==> src/rtl/cipher_packetizer_if.sv <==
// Byte-stream bundle for cipher_packetizer: ciphertext input, packet output and status.
// The slave modport is the packetizer's view; master is the surrounding environment.
interface cipher_packetizer_if #(
  parameter int N     = 8,
  parameter int DEPTH = 16
);
  localparam int LW = $clog2(DEPTH) + 1;

  logic [N-1:0]  in_data;
  logic          in_valid;
  logic          in_ready;
  logic [N-1:0]  out_data;
  logic          out_valid;
  logic          out_ready;
  logic          out_last;
  logic          overflow;
  logic [LW-1:0] fifo_level;

  modport slave (
    input  in_data, in_valid, out_ready,
    output in_ready, out_data, out_valid, out_last, overflow, fifo_level
  );

  modport master (
    output in_data, in_valid, out_ready,
    input  in_ready, out_data, out_valid, out_last, overflow, fifo_level
  );
endinterface

==> src/rtl/cipher_packetizer.sv <==
// Buffers ciphertext bytes and frames them as SYNC, LEN, [SEQ], payload, XOR checksum packets.
// Define CIPHER_PKT_SEQ_EN to insert a per-packet sequence byte after the length byte.
module cipher_packetizer #(
  parameter int             N       = 8,
  parameter int             DEPTH   = 16,
  parameter int             PKT_LEN = 4,
  parameter logic [N-1:0]   SYNC    = 8'hA5
) (
  input  logic                clock,
  input  logic                rst,
  cipher_packetizer_if.slave  bus
);
  localparam int AW = $clog2(DEPTH);
  localparam int LW = AW + 1;

  typedef enum logic [2:0] {
    IDLE,
    HDR,
    LEN,
`ifdef CIPHER_PKT_SEQ_EN
    SEQ,
`endif
    PAY,
    CHK
  } state_e;

  logic [N-1:0]  mem_q [DEPTH];
  logic [AW-1:0] wptr_q, rptr_q;
  logic [LW-1:0] level_q, level_d;
  logic          in_ready_q, overflow_q, avail_q;
  logic          full, push, pop, hs;

  state_e        state_q, state_d;
  logic [N-1:0]  data_q, data_d;
  logic [N-1:0]  csum_q, csum_d;
  logic          valid_q, valid_d;
  logic          last_q, last_d;
  logic [LW-1:0] cnt_q, cnt_d;
`ifdef CIPHER_PKT_SEQ_EN
  logic [N-1:0]  seq_q, seq_d;
`endif

  // Full is judged on the registered level, so a same-edge pop never frees room for a push.
  assign full = (level_q == LW'(DEPTH));
  assign push = bus.in_valid && !full;
  assign hs   = valid_q && bus.out_ready;
  assign pop  = hs && (state_q == PAY);

  always_comb begin
    level_d = level_q;
    if (push && !pop) begin
      level_d = level_q + LW'(1);
    end else if (!push && pop) begin
      level_d = level_q - LW'(1);
    end
  end

  always_ff @(posedge clock) begin
    if (push) begin
      mem_q[wptr_q] <= bus.in_data;
    end
  end

  // avail_q lags level by one cycle; level only falls during PAY, so IDLE never sees a stale true.
  always_ff @(posedge clock) begin
    if (rst) begin
      wptr_q     <= '0;
      rptr_q     <= '0;
      level_q    <= '0;
      in_ready_q <= 1'b1;
      overflow_q <= 1'b0;
      avail_q    <= 1'b0;
    end else begin
      if (push) wptr_q <= wptr_q + AW'(1);
      if (pop)  rptr_q <= rptr_q + AW'(1);
      level_q    <= level_d;
      in_ready_q <= (level_d != LW'(DEPTH));
      avail_q    <= (level_q >= LW'(PKT_LEN));
      if (bus.in_valid && full) overflow_q <= 1'b1;
    end
  end

  // Output registers are loaded with the byte of the state being entered.
  always_comb begin
    state_d = state_q;
    data_d  = data_q;
    valid_d = valid_q;
    last_d  = last_q;
    csum_d  = csum_q;
    cnt_d   = cnt_q;
`ifdef CIPHER_PKT_SEQ_EN
    seq_d   = seq_q;
`endif
    case (state_q)
      IDLE: begin
        if (avail_q) begin
          state_d = HDR;
          valid_d = 1'b1;
          data_d  = SYNC;
          csum_d  = '0;
        end
      end
      HDR: begin
        if (hs) begin
          state_d = LEN;
          data_d  = N'(PKT_LEN);
        end
      end
      LEN: begin
        if (hs) begin
          cnt_d = '0;
`ifdef CIPHER_PKT_SEQ_EN
          state_d = SEQ;
          data_d  = seq_q;
`else
          state_d = PAY;
          data_d  = mem_q[rptr_q];
`endif
        end
      end
`ifdef CIPHER_PKT_SEQ_EN
      SEQ: begin
        if (hs) begin
          csum_d  = csum_q ^ data_q;
          state_d = PAY;
          data_d  = mem_q[rptr_q];
        end
      end
`endif
      PAY: begin
        if (hs) begin
          csum_d = csum_q ^ data_q;
          if (cnt_q == LW'(PKT_LEN - 1)) begin
            state_d = CHK;
            data_d  = csum_d;
            last_d  = 1'b1;
          end else begin
            cnt_d  = cnt_q + LW'(1);
            data_d = mem_q[rptr_q + AW'(1)];
          end
        end
      end
      CHK: begin
        if (hs) begin
          state_d = IDLE;
          valid_d = 1'b0;
          last_d  = 1'b0;
          data_d  = '0;
`ifdef CIPHER_PKT_SEQ_EN
          seq_d   = seq_q + N'(1);
`endif
        end
      end
      default: begin
        state_d = IDLE;
        valid_d = 1'b0;
        last_d  = 1'b0;
        data_d  = '0;
      end
    endcase
  end

  always_ff @(posedge clock) begin
    if (rst) begin
      state_q <= IDLE;
      data_q  <= '0;
      valid_q <= 1'b0;
      last_q  <= 1'b0;
      csum_q  <= '0;
      cnt_q   <= '0;
`ifdef CIPHER_PKT_SEQ_EN
      seq_q   <= '0;
`endif
    end else begin
      state_q <= state_d;
      data_q  <= data_d;
      valid_q <= valid_d;
      last_q  <= last_d;
      csum_q  <= csum_d;
      cnt_q   <= cnt_d;
`ifdef CIPHER_PKT_SEQ_EN
      seq_q   <= seq_d;
`endif
    end
  end

  assign bus.in_ready   = in_ready_q;
  assign bus.overflow   = overflow_q;
  assign bus.fifo_level = level_q;
  assign bus.out_data   = data_q;
  assign bus.out_valid  = valid_q;
  assign bus.out_last   = last_q;
endmodule

==> src/flat_wrapper.sv <==
// flat-port wrapper written by rule: the top's interface ports become plain ports
module cipher_packetizer_flat 
#(
  parameter int             N       = 8,
  parameter int             DEPTH   = 16,
  parameter int             PKT_LEN = 4,
  parameter logic [N-1:0]   SYNC    = 8'hA5
)
  (clock, rst, bus_in_data, bus_in_valid, bus_out_ready, bus_in_ready, bus_out_data, bus_out_valid, bus_out_last, bus_overflow, bus_fifo_level);
  cipher_packetizer_if #(.N(N), .DEPTH(DEPTH)) bus_i ();
  input  logic clock;
  input  logic rst;
  input wire logic [$bits(bus_i.in_data)-1:0] bus_in_data;
  input wire logic [$bits(bus_i.in_valid)-1:0] bus_in_valid;
  input wire logic [$bits(bus_i.out_ready)-1:0] bus_out_ready;
  output wire logic [$bits(bus_i.in_ready)-1:0] bus_in_ready;
  output wire logic [$bits(bus_i.out_data)-1:0] bus_out_data;
  output wire logic [$bits(bus_i.out_valid)-1:0] bus_out_valid;
  output wire logic [$bits(bus_i.out_last)-1:0] bus_out_last;
  output wire logic [$bits(bus_i.overflow)-1:0] bus_overflow;
  output wire logic [$bits(bus_i.fifo_level)-1:0] bus_fifo_level;
  assign bus_i.in_data = bus_in_data;
  assign bus_i.in_valid = bus_in_valid;
  assign bus_i.out_ready = bus_out_ready;
  assign bus_in_ready = bus_i.in_ready;
  assign bus_out_data = bus_i.out_data;
  assign bus_out_valid = bus_i.out_valid;
  assign bus_out_last = bus_i.out_last;
  assign bus_overflow = bus_i.overflow;
  assign bus_fifo_level = bus_i.fifo_level;
  cipher_packetizer #(.N(N), .DEPTH(DEPTH), .PKT_LEN(PKT_LEN), .SYNC(SYNC)) u_core (.clock(clock), .rst(rst), .bus(bus_i));
endmodule
==> config.mk <==
export PLATFORM = sky130hd
export DESIGN_NAME = cipher_packetizer_flat
export DESIGN_NICKNAME = d
export VERILOG_FILES = /design/src/rtl/cipher_packetizer_if.sv /design/src/rtl/cipher_packetizer.sv /design/src/flat_wrapper.sv
export SDC_FILE = /design/constraint.sdc
export NUM_CORES = 1
export LEC_CHECK = 0
export CAP_MARGIN = 40
export CORE_MARGIN = 5
export CORE_UTILIZATION = 50
export CTS_BUF_LIST = sky130_fd_sc_hd__clkbuf_8
export CTS_CLUSTER_DIAMETER = 120
export DETAILED_ROUTE_END_ITERATION = 8
export GPL_TIMING_DRIVEN = 0
export PLACE_DENSITY = 0.73
export SLEW_MARGIN = 25
export SYNTH_ARGS = -nofsm -noshare
export SYNTH_HDL_FRONTEND = slang
export SYNTH_SLANG_ARGS = --single-unit
==> constraint.sdc <==
create_clock -name clock -period 3.6 [get_ports clock]
set_clock_uncertainty 0.15 [all_clocks]
set_input_delay 0.54 -clock clock [delete_from_list [all_inputs] [get_ports clock]]
set_output_delay 0.54 -clock clock [all_outputs]
set_load 0.1 [all_outputs]
---- After elaboration in Yosys (flattened, before gate mapping) ----
Memories as Yosys holds them, arrays and structs flattened. A register that Yosys moved wholly into a read port is not among the register bits.
Index checks and enable logic that the tools add are counted.
operators by class
  reductions and logical operators ........ 20
  bitwise logic cells ..................... 3
  div/mod/pow operators ................... 0
  add/sub/neg operators ................... 5
  multiply operators ...................... 0
  equal/unequal tests ..................... 14
  muxes and demuxes ....................... 33
  shifts and indexed selects .............. 0
  $lt $le $gt $ge ......................... 1
operator list
  cell                                                               count
  2-to-1 mux 8 bit                                                   8
  case mux 8 bit (5 select lines)                                    1
  2-to-1 mux 5 bit                                                   5
  2-to-1 mux 3 bit                                                   6
  case mux 8 bit (2 select lines)                                    1
  case mux 3 bit (5 select lines)                                    1
  adder 5 x 1 -> 5 bit, second input constant                        2
  != test 2 x 1 -> 1 bit, second input constant                      5
  case mux 5 bit (2 select lines)                                    1
  adder 4 x 1 -> 4 bit, second input constant                        2
  2-to-1 mux 4 bit                                                   2
  AND reduction 4 bit                                                2
  bitwise XOR 8 bit                                                  1
  equality test 3 x 2 -> 1 bit, second input constant                2
  logical AND 1 bit                                                  6
  2-to-1 mux 1 bit                                                   6
  case mux 1 bit (3 select lines)                                    2
  AND reduction 3 bit                                                2
  AND reduction 6 bit                                                1
  OR reduction 3 bit                                                 2
  equality test 5 x 2 -> 1 bit, second input constant                1
  equality test 5 bit, second input constant                         1
  greater-or-equal comparator 5 x 3 -> 1 bit, second input constant  1
  != test 5 bit, second input constant                               1
  other kinds (9)                                                    14
word-level totals
  bits in read-only memories .............. 0
  register bits after elaboration ......... 42
  bits in writable memories ............... 128
  output and inout bits ................... 17
  bits in latches ......................... 0
  memories kept ........................... 1
memories
  memory        words  width  read ports  clocked after memory_dff  write ports  line                     source
  u_core.mem_q  16     8      2           1                         1            cipher_packetizer.sv:27  logic [N-1:0] mem_q [DEPTH];

---- Logic depth before layout (Yosys ltp) ----
Gate-level depths: netlist of the first run.
  word-level depth ........................ 8
  gate-level depth with buffers ........... 9

---- Worst setup path after synthesis of the first run ----
No wires, ideal clock.
  path type ............................... flip-flop to flip-flop
  start ................................... reg u_core.level_q[0], in the netlist u_core.bus.fifo_level[0]
  end ..................................... mem u_core.mem_q[3][0] (enable)
  path buffers ............................ 1
  cell stages (with the launch flop) ...... 8
  required time ........................... 3.067 ns
  path slack .............................. 0.418 ns
  arrival ................................. 2.649 ns
  setup time .............................. 0.383 ns
  clock period less this slack ............ 3.182 ns
  path through ............................ dfxtp_1 inv_1 ha_1 nand4bb_1 and2_1 buf_4 nand2_1 nor3_1
between the ends
  longest elaborated chain between the ends .. 5
ends and longest elaborated chain
  element                                 line                     source
  start: declaration                      cipher_packetizer.sv:29  logic [LW-1:0] level_q, level_d;
  start signal: assignment                cipher_packetizer.sv:76  level_q <= level_d;
  equality test 5 bit                     cipher_packetizer.sv:44  assign full = (level_q == LW'(DEPTH));
  logical NOT 1 bit                       cipher_packetizer.sv:45  assign push = bus.in_valid && !full;
  logical AND 1 bit                       cipher_packetizer.sv:45
  2-to-1 mux 1 bit                        cipher_packetizer.sv:59  if (push) begin
  2-to-1 mux 1 bit (not written as such)  cipher_packetizer.sv:60  mem_q[wptr_q] <= bus.in_data;
  end: declaration                        cipher_packetizer.sv:27
No other way between the ends.

---- Worst setup path after layout of the first run ----
  start ................................... reg u_core.rptr_q[0]
  end ..................................... reg u_core.data_q[3], in the netlist u_core.bus.out_data[3]
between the ends
  longest elaborated chain between the ends .. 5
ends and longest elaborated chain
  element                          line                      source
  start: declaration               cipher_packetizer.sv:28   logic [AW-1:0] wptr_q, rptr_q;
  start signal: assignment         cipher_packetizer.sv:75   if (pop) rptr_q <= rptr_q + AW'(1);
  adder 4 x 1 -> 4 bit             cipher_packetizer.sv:139  data_d = mem_q[rptr_q + AW'(1)];
  memory (16 x 8 bit)              --
  2-to-1 mux 8 bit                 cipher_packetizer.sv:133  if (cnt_q == LW'(PKT_LEN - 1)) begin
  2-to-1 mux 8 bit                 cipher_packetizer.sv:131  if (hs) begin
  case mux 8 bit (5 select lines)  cipher_packetizer.sv:94   case (state_q)
  end signal: assignment           cipher_packetizer.sv:176  data_q <= data_d;
  end: declaration                 cipher_packetizer.sv:34   logic [N-1:0] data_q, data_d;
No other way between the ends. The select of a mux whose other input is x is not followed.
A chain may end at the register's enable or synchronous reset.

==> results.py, run 1 <==
metrics = {
    "die": {
        "die_y_um": 140,
        "fp.dieArea_mm2": 0.0195,
        "io_pins": 29,
        "rows": 47,
        "die-width_um": 140,
        "start_util_pct": 50.9,
        "fp.coreArea_mm2": 0.0165,
    },
    "power": {
        "power_switching_uw": 876,
        "p_sw_share_pct": 23.0,
        "p_per_area_mw_per_mm2": 390,
        "p_int_mw": 2.93,
        "finalPower_mw": 3.81,
        "sequentialPowerShare_pct": 57.4,
        "comb_power_share_pct": 4.7,
        "p_leak_nw": 3.16,
        "ir_drop_uv": 404,
        "pwr-share-clk_pct": 37.9,
    },
    "logic_synthesis": {
        "syn_nets": 642,
        "synth_area_leaders": "edfxtp_1, mux4_2, dfxtp_1",
        "synth_top_area_share_pct": 45.7,
        "synth_mux_area_share_pct": 18.0,
        "synth-compound-area-share_pct": 7.85,
        "synth_top_family_by_area": "multiplexers",
        "synth-main-ff-cell": "edfxtp_1",
        "netlist_area_mm2": 0.00841,
        "yosys.area_share.simple_pct": 11.2,
        "synth.distinct_cells": 57,
        "postSynthCellCount": 621,
        "ys_seq_area_share_pct": 56.6,
        "synth-xor-area-share_pct": 2.29,
        "synth_edf_count": 128,
        "post_synth_fa_ha_maj_area_fraction_pct": 1.34,
        "ys_seq_elements": 174,
        "synth_warnings": 0,
        "synth_top_cell_by_area": "edfxtp_1",
        "synth_area_per_cell_um2": 13.5,
        "async_flop_share_pct": 0,
    },
    "layout": {
        "nNetsFinal": 720,
        "drive_above_1_share_pct": 22.1,
        "final_common_cell": "edfxtp_1",
        "n_antenna_cell": 0,
        "seqCellArea_mm2": 0.00476,
        "mostFrequentLayoutCells": "edfxtp_1, mux4_2, nand2_1",
        "multiInputGateArea_mm2": 0.00345,
        "syn_to_final_growth_pct": 16.2,
        "nFillCells": 1282,
    },
    "clock_tree": {
        "cts-root-buf": "clkbuf_8",
        "tritoncts": "yes",
        "clkTransAtPathRegs_ns": 0.10,
        "numCtsBuffers": 17,
        "postCtsSetupBuffers": 0,
        "insertion_delay_ns": 0.47,
        "clock-sinks": 174,
        "h-tree-depth": 4,
        "cts_resized": 0,
        "cts_max_path_buffers": 2,
        "holdBufCountCts": 0,
    },
    "flow_run": {
        "drv_cap": 0,
    },
    "drt": {
        "avgViaCountPerCell": 6.40,
        "first_pass_iters": 5,
        "drt-total-wl_um": 22400,
        "wl_per_cell_um": 24.0,
        "drc": 0,
        "ant_nets": 0,
        "drt-initial-drc-count": 663,
        "vias": 5963,
    },
    "place": {
        "gp_congestion": 0.924,
        "io_buffer_count": 28,
        "hpwl_um": 16400,
    },
    "global_routing": {
        "grt_pass1_vias": 5841,
        "grt_usage_pct": 23.1,
        "antenna_found_initial": 0,
        "gr-total-overflow": 0,
        "grt_max_degree": 17,
        "grt_pass1_wl_um": 33800,
    },
    "critical_path": {
        "crit_required_ns": 3.84,
        "critPathCapture": "u_core.bus.out_data[3]$_SDFFE_PP0P_",
        "r2r_slack_ns": 0.93,
        "crit_fanout": 9,
        "r2r_start": "u_core.rptr_q[0]$_SDFFE_PP0N_",
        "r2r_end": "u_core.bus.out_data[3]$_SDFFE_PP0P_",
        "worstSetupStartpoint": "u_core.rptr_q[0]$_SDFFE_PP0N_",
        "cp-end-kind": "flip-flop",
        "cp-start-kind": "flip-flop",
        "cp.arrival_ns": 2.91,
        "r2r.worst_path.cells": 7,
        "crit_type": "reg2reg",
    },
    "sta": {
        "max_freq_mhz": 374,
        "max-slew-margin-rel_pct": 45.7,
        "tightestPinTransition_ns": 0.809,
        "timing.final.max_slew_violations": 0,
        "final.min_clock_period_ns": 2.67,
        "fin_crit_sh_pct": 74.3,
        "setup_tns_ns": 0,
        "setup_viol": 0,
        "rsz0062_at_grt": "no",
        "hold_violations": 0,
    },
    "min_path": {
        "hp-class": "reg2reg",
    },
    "status": {
        "status": "finished, final reports clean",
    },
}
==> cells by family (layout without fill, tap and decap cells) <==
group | Yosys count | after routing
AO/OA/AOI/OAI | 100 | 100
XOR/XNOR | 22 | 22
adder cells (fa/ha/maj) | 9 | 9
buffers and inverters | 49 | 139
flip-flops | 174 | 174
multiplexers | 79 | 79
AND/OR/NAND/NOR | 188 | 188
==> sequential cells by signal, indices dropped and copies added, names as in the netlist, 3 cells and up, named ones only <==
signal / flops
u_core.bus.fifo_level: 5
u_core.mem_q: 128
u_core.state_q: 3
u_core.wptr_q: 4
u_core.cnt_q: 5
u_core.csum_q: 8
u_core.rptr_q: 4
u_core.bus.out_data: 8
==> Yosys cell counts, drive strengths merged (4+ instances only) <==
master	instances
a2111oi	4
a21oi	25
a22oi	7
a31oi	6
and2	4
buf	21
clkbuf	18
dfxtp	46
edfxtp	128
ha	9
inv	10
mux2	8
mux2i	14
mux4	57
nand2	55
nand2b	7
nand3	9
nand3b	9
nand4	12
nor2	55
nor2b	8
nor3	11
nor3b	6
o21ai	22
o221ai	4
o22ai	5
xnor2	8
xor2	14
==> power by group through the flow <==
| stage | clock, mW | sequential (mW) | combinational, mW |
|---|---|---|---|
| CTS | 1.45 | 2.19 | 0.178 |
| global route | 1.54 | 2.19 | 0.191 |
| finish | 1.44 | 2.19 | 0.179 |
| detailed placement | 0 | 2.23 | 0.177 |
| global placement | 0 | 2.23 | 0.158 |
| floorplan | 0 | 2.25 | 0.0731 |
==> per-stage QoR <==
stage	util, %	cell area (µm²)	instances	hold WS (ns)	setup slack [ns]
after detailed placement	56.6	9350	899	0.339	0.808
after global routing	59.2	9780	931	0.389	0.741
final	59.2	9780	931	0.356	0.926
after floorplan	-	8410	621	0.319	0.418
after CTS	59.1	9770	930	0.353	0.949
after global placement	54.3	8970	869	0.309	0.257
==> worst max-delay path, stage by stage, from the launching register on <==
cell and delay, ns:
dfxtp_1 0.35, buf_2 0.22, nand3_1 0.20, xor2_1 0.63
nand2_1 0.29, a2111oi_0 0.51, o31ai_1 0.14, o221ai_1 0.09
==> routing by layer <==
layer / vias to the layer above / part of all wire (%) / track usage, %
li1: 2574 / - / -
met4: 0 / 3.6 / 8.92
met2: 348 / 49 / 38.0
met5: - / 0 / 0
met3: 58 / 8.3 / 4.73
met1: 2983 / 39 / 30.4
==> how the worst min path moves through the flow <==
stage / start / endpoint / slack, ns / depth (start not counted)
finish: u_core.bus.overflow$_SDFFE_PP0P_ / u_core.bus.overflow$_SDFFE_PP0P_ / 0.36 / 2
floorplan: u_core.csum_q[0]$_SDFFE_PP0P_ / u_core.csum_q[0]$_SDFFE_PP0P_ / 0.32 / 2
detailed placement: u_core.csum_q[0]$_SDFFE_PP0P_ / u_core.csum_q[0]$_SDFFE_PP0P_ / 0.34 / 2
global route: u_core.csum_q[0]$_SDFFE_PP0P_ / u_core.csum_q[0]$_SDFFE_PP0P_ / 0.39 / 2
CTS: u_core.csum_q[0]$_SDFFE_PP0P_ / u_core.csum_q[0]$_SDFFE_PP0P_ / 0.35 / 2
global placement: u_core.bus.overflow$_SDFFE_PP0P_ / u_core.bus.overflow$_SDFFE_PP0P_ / 0.31 / 2
==> final cells by class <==
class / count / share of cell area (%)
clock inverter: 14 / 1.87
tap: 220 / 2.82
clock buffer: 17 / 2.39
multi-input combinational: 398 / 35.3
inverter: 10 / 0.384
sequential: 174 / 48.7
buffer: 39 / 1.92
timing repair buffer: 59 / 6.60
No activity file was read; power rests on OpenSTA's default activity.
==> run 2, diff against run 1 <==
Clock period 3.6 ns to 2.7 ns, I/O delays scaled along.
==> results.py, run 2 (synthesis results as in run 1) <==
metrics = {
    "clock_tree": {
        "holdBufCountCts": 0,
        "cts_resized": 0,
        "cts_max_path_buffers": 2,
        "cts-root-buf": "clkbuf_8",
        "h-tree-depth": 4,
        "clock-sinks": 174,
        "numCtsBuffers": 17,
        "tritoncts": "yes",
        "clkTransAtPathRegs_ns": 0.10,
        "postCtsSetupBuffers": 0,
        "insertion_delay_ns": 0.48,
    },
    "sta": {
        "fin_crit_sh_pct": 97.3,
        "final.min_clock_period_ns": 2.63,
        "tightestPinTransition_ns": 0.704,
        "max-slew-margin-rel_pct": 53.1,
        "max_freq_mhz": 380,
        "timing.final.max_slew_violations": 0,
        "rsz0062_at_grt": "no",
        "hold_violations": 0,
        "setup_viol": 0,
    },
    "global_routing": {
        "antenna_found_initial": 0,
        "grt_max_degree": 19,
        "grt_pass1_vias": 5825,
        "gr-total-overflow": 0,
        "grt_pass1_wl_um": 33400,
        "grt_usage_pct": 22.5,
    },
    "min_path": {
        "hold_end": "u_core.bus.overflow$_SDFFE_PP0P_",
        "holdCritStartpoint": "u_core.bus.overflow$_SDFFE_PP0P_",
        "hp-class": "reg2reg",
        "min_delay_path_depth": 2,
    },
    "critical_path": {
        "crit_type": "reg2reg",
        "r2r_slack_ns": 0.07,
        "cp-end-kind": "flip-flop",
        "cp-start-kind": "flip-flop",
        "cp.arrival_ns": 2.83,
        "r2r.worst_path.cells": 7,
        "r2r_end": "u_core.bus.out_data[6]$_SDFFE_PP0P_",
        "crit_fanout": 10,
        "crit_required_ns": 2.90,
    },
    "layout": {
        "drive_above_1_share_pct": 23.0,
        "mostFrequentLayoutCells": "edfxtp_1, mux4_2, nand2_1",
        "syn_to_final_growth_pct": 16.6,
        "nNetsFinal": 722,
        "regMostFlops": "u_core.mem_q",
        "postLayoutCoreUtil_pct": 59.4,
        "nFillCells": 1289,
        "final_common_cell": "edfxtp_1",
        "largest_reg_flops": 128,
        "n_antenna_cell": 0,
    },
    "power": {
        "p_int_mw": 3.86,
        "comb_power_share_pct": 4.6,
        "ir_drop_uv": 327,
        "power_switching_mw": 1.24,
        "p_per_area_mw_per_mm2": 520,
        "finalPower_mw": 5.10,
        "p_sw_share_pct": 24.4,
        "p_leak_nw": 3.19,
        "pwr-share-clk_pct": 38.2,
        "sequentialPowerShare_pct": 57.1,
    },
    "die": {
        "rows": 47,
        "start_util_pct": 50.9,
        "die-width_um": 140,
        "fp.dieArea_mm2": 0.0195,
        "die_y_um": 140,
        "io_pins": 29,
        "fp.coreArea_mm2": 0.0165,
    },
    "place": {
        "gp_congestion": 0.866,
        "io_buffer_count": 28,
        "hpwl_um": 15900,
    },
    "flow_run": {
        "drv_cap": 0,
    },
    "drt": {
        "first_pass_iters": 5,
        "ant_nets": 0,
        "drt-total-wl_um": 21500,
        "drc": 0,
        "wl_per_cell_um": 23.1,
        "vias": 5863,
        "avgViaCountPerCell": 6.28,
        "drt-initial-drc-count": 639,
    },
    "status": {
        "status": "finished, final reports clean",
    },
}
## run 2: changes by cell type in the layout (fill, tap and decap cells not counted), moves of 3 or more
cell	delta
inv_8	+3
dfxtp_1	-4
buf_4	+4
dfxtp_2	+4
clkinvlp_4	-3
## run 2: worst max-delay path by stage
stage	slack [ns]	startpoint	end	depth (start not counted)
after detailed placement	-0.05	bus_in_valid	u_core.mem_q[7][7]$_DFFE_PP_	5
final	0.07	flip-flop	u_core.bus.out_data[6]$_SDFFE_PP0P_	7
after CTS	0.03	u_core.rptr_q[1]$_SDFFE_PP0N_	u_core.bus.out_data[3]$_SDFFE_PP0P_	6
after global routing	0.01	u_core.rptr_q[1]$_SDFFE_PP0N_	u_core.bus.out_data[3]$_SDFFE_PP0P_	6
after global placement	-0.49	bus_in_valid	u_core.mem_q[2][5]$_DFFE_PP_	5
after floorplan	-0.05	u_core.bus.fifo_level[0]$_SDFF_PP0_	u_core.mem_q[0][0]$_DFFE_PP_	7
## run 2: worst max-delay path: stages (launching register included)
cell and delay, ns:
dfxtp_1 0.52, buf_2 0.41, buf_2 0.42, mux4_2 0.37, mux2i_1 0.28, nand2_1 0.10, o2111ai_1 0.13, nand4_1 0.13
## run 2: routing by layer
metal | routed length, µm | track usage [%] | vias up
met4 | 344 | 7.45 | 0
li1 | - | - | 2585
met5 | 0 | 0 | -
met1 | 8520 | 28.8 | 2929
met3 | 1680 | 4.91 | 36
met2 | 11000 | 38.3 | 313
## run 2: cell type report
cell class,instances,area (µm²),area share (%)
timing repair buffer,61,653,6.66
tap,220,275,2.81
multi-input combinational,398,3450,35.1
inverter,10,37.5,0.383
buffer,39,193,1.96
sequential,174,4770,48.6
clock buffer,17,234,2.38
clock inverter,15,200,2.04
## run 2: power by group through the flow
stage	clock network (mW)	logic, mW	registers (mW)
after CTS	1.97	0.233	2.92
after detailed placement	0	0.232	2.98
after floorplan	0	0.0973	3.00
final	1.95	0.236	2.92
after global routing	2.09	0.254	2.92
after global placement	0	0.204	2.97
## run 2: per-stage QoR
step                setup WS, ns  instance area [µm²]  hold WS [ns]  cells  TNS, ns
floorplan                -0.0527                 8420         0.319    621    -1.27
global placement          -0.485                 8980         0.306    869   -13.33
detailed placement       -0.0458                 9330         0.331    897    -1.23
CTS                       0.0290                 9760         0.352    929        0
global route              0.0138                 9810         0.368    934        0
finish                    0.0719                 9810         0.347    934        0
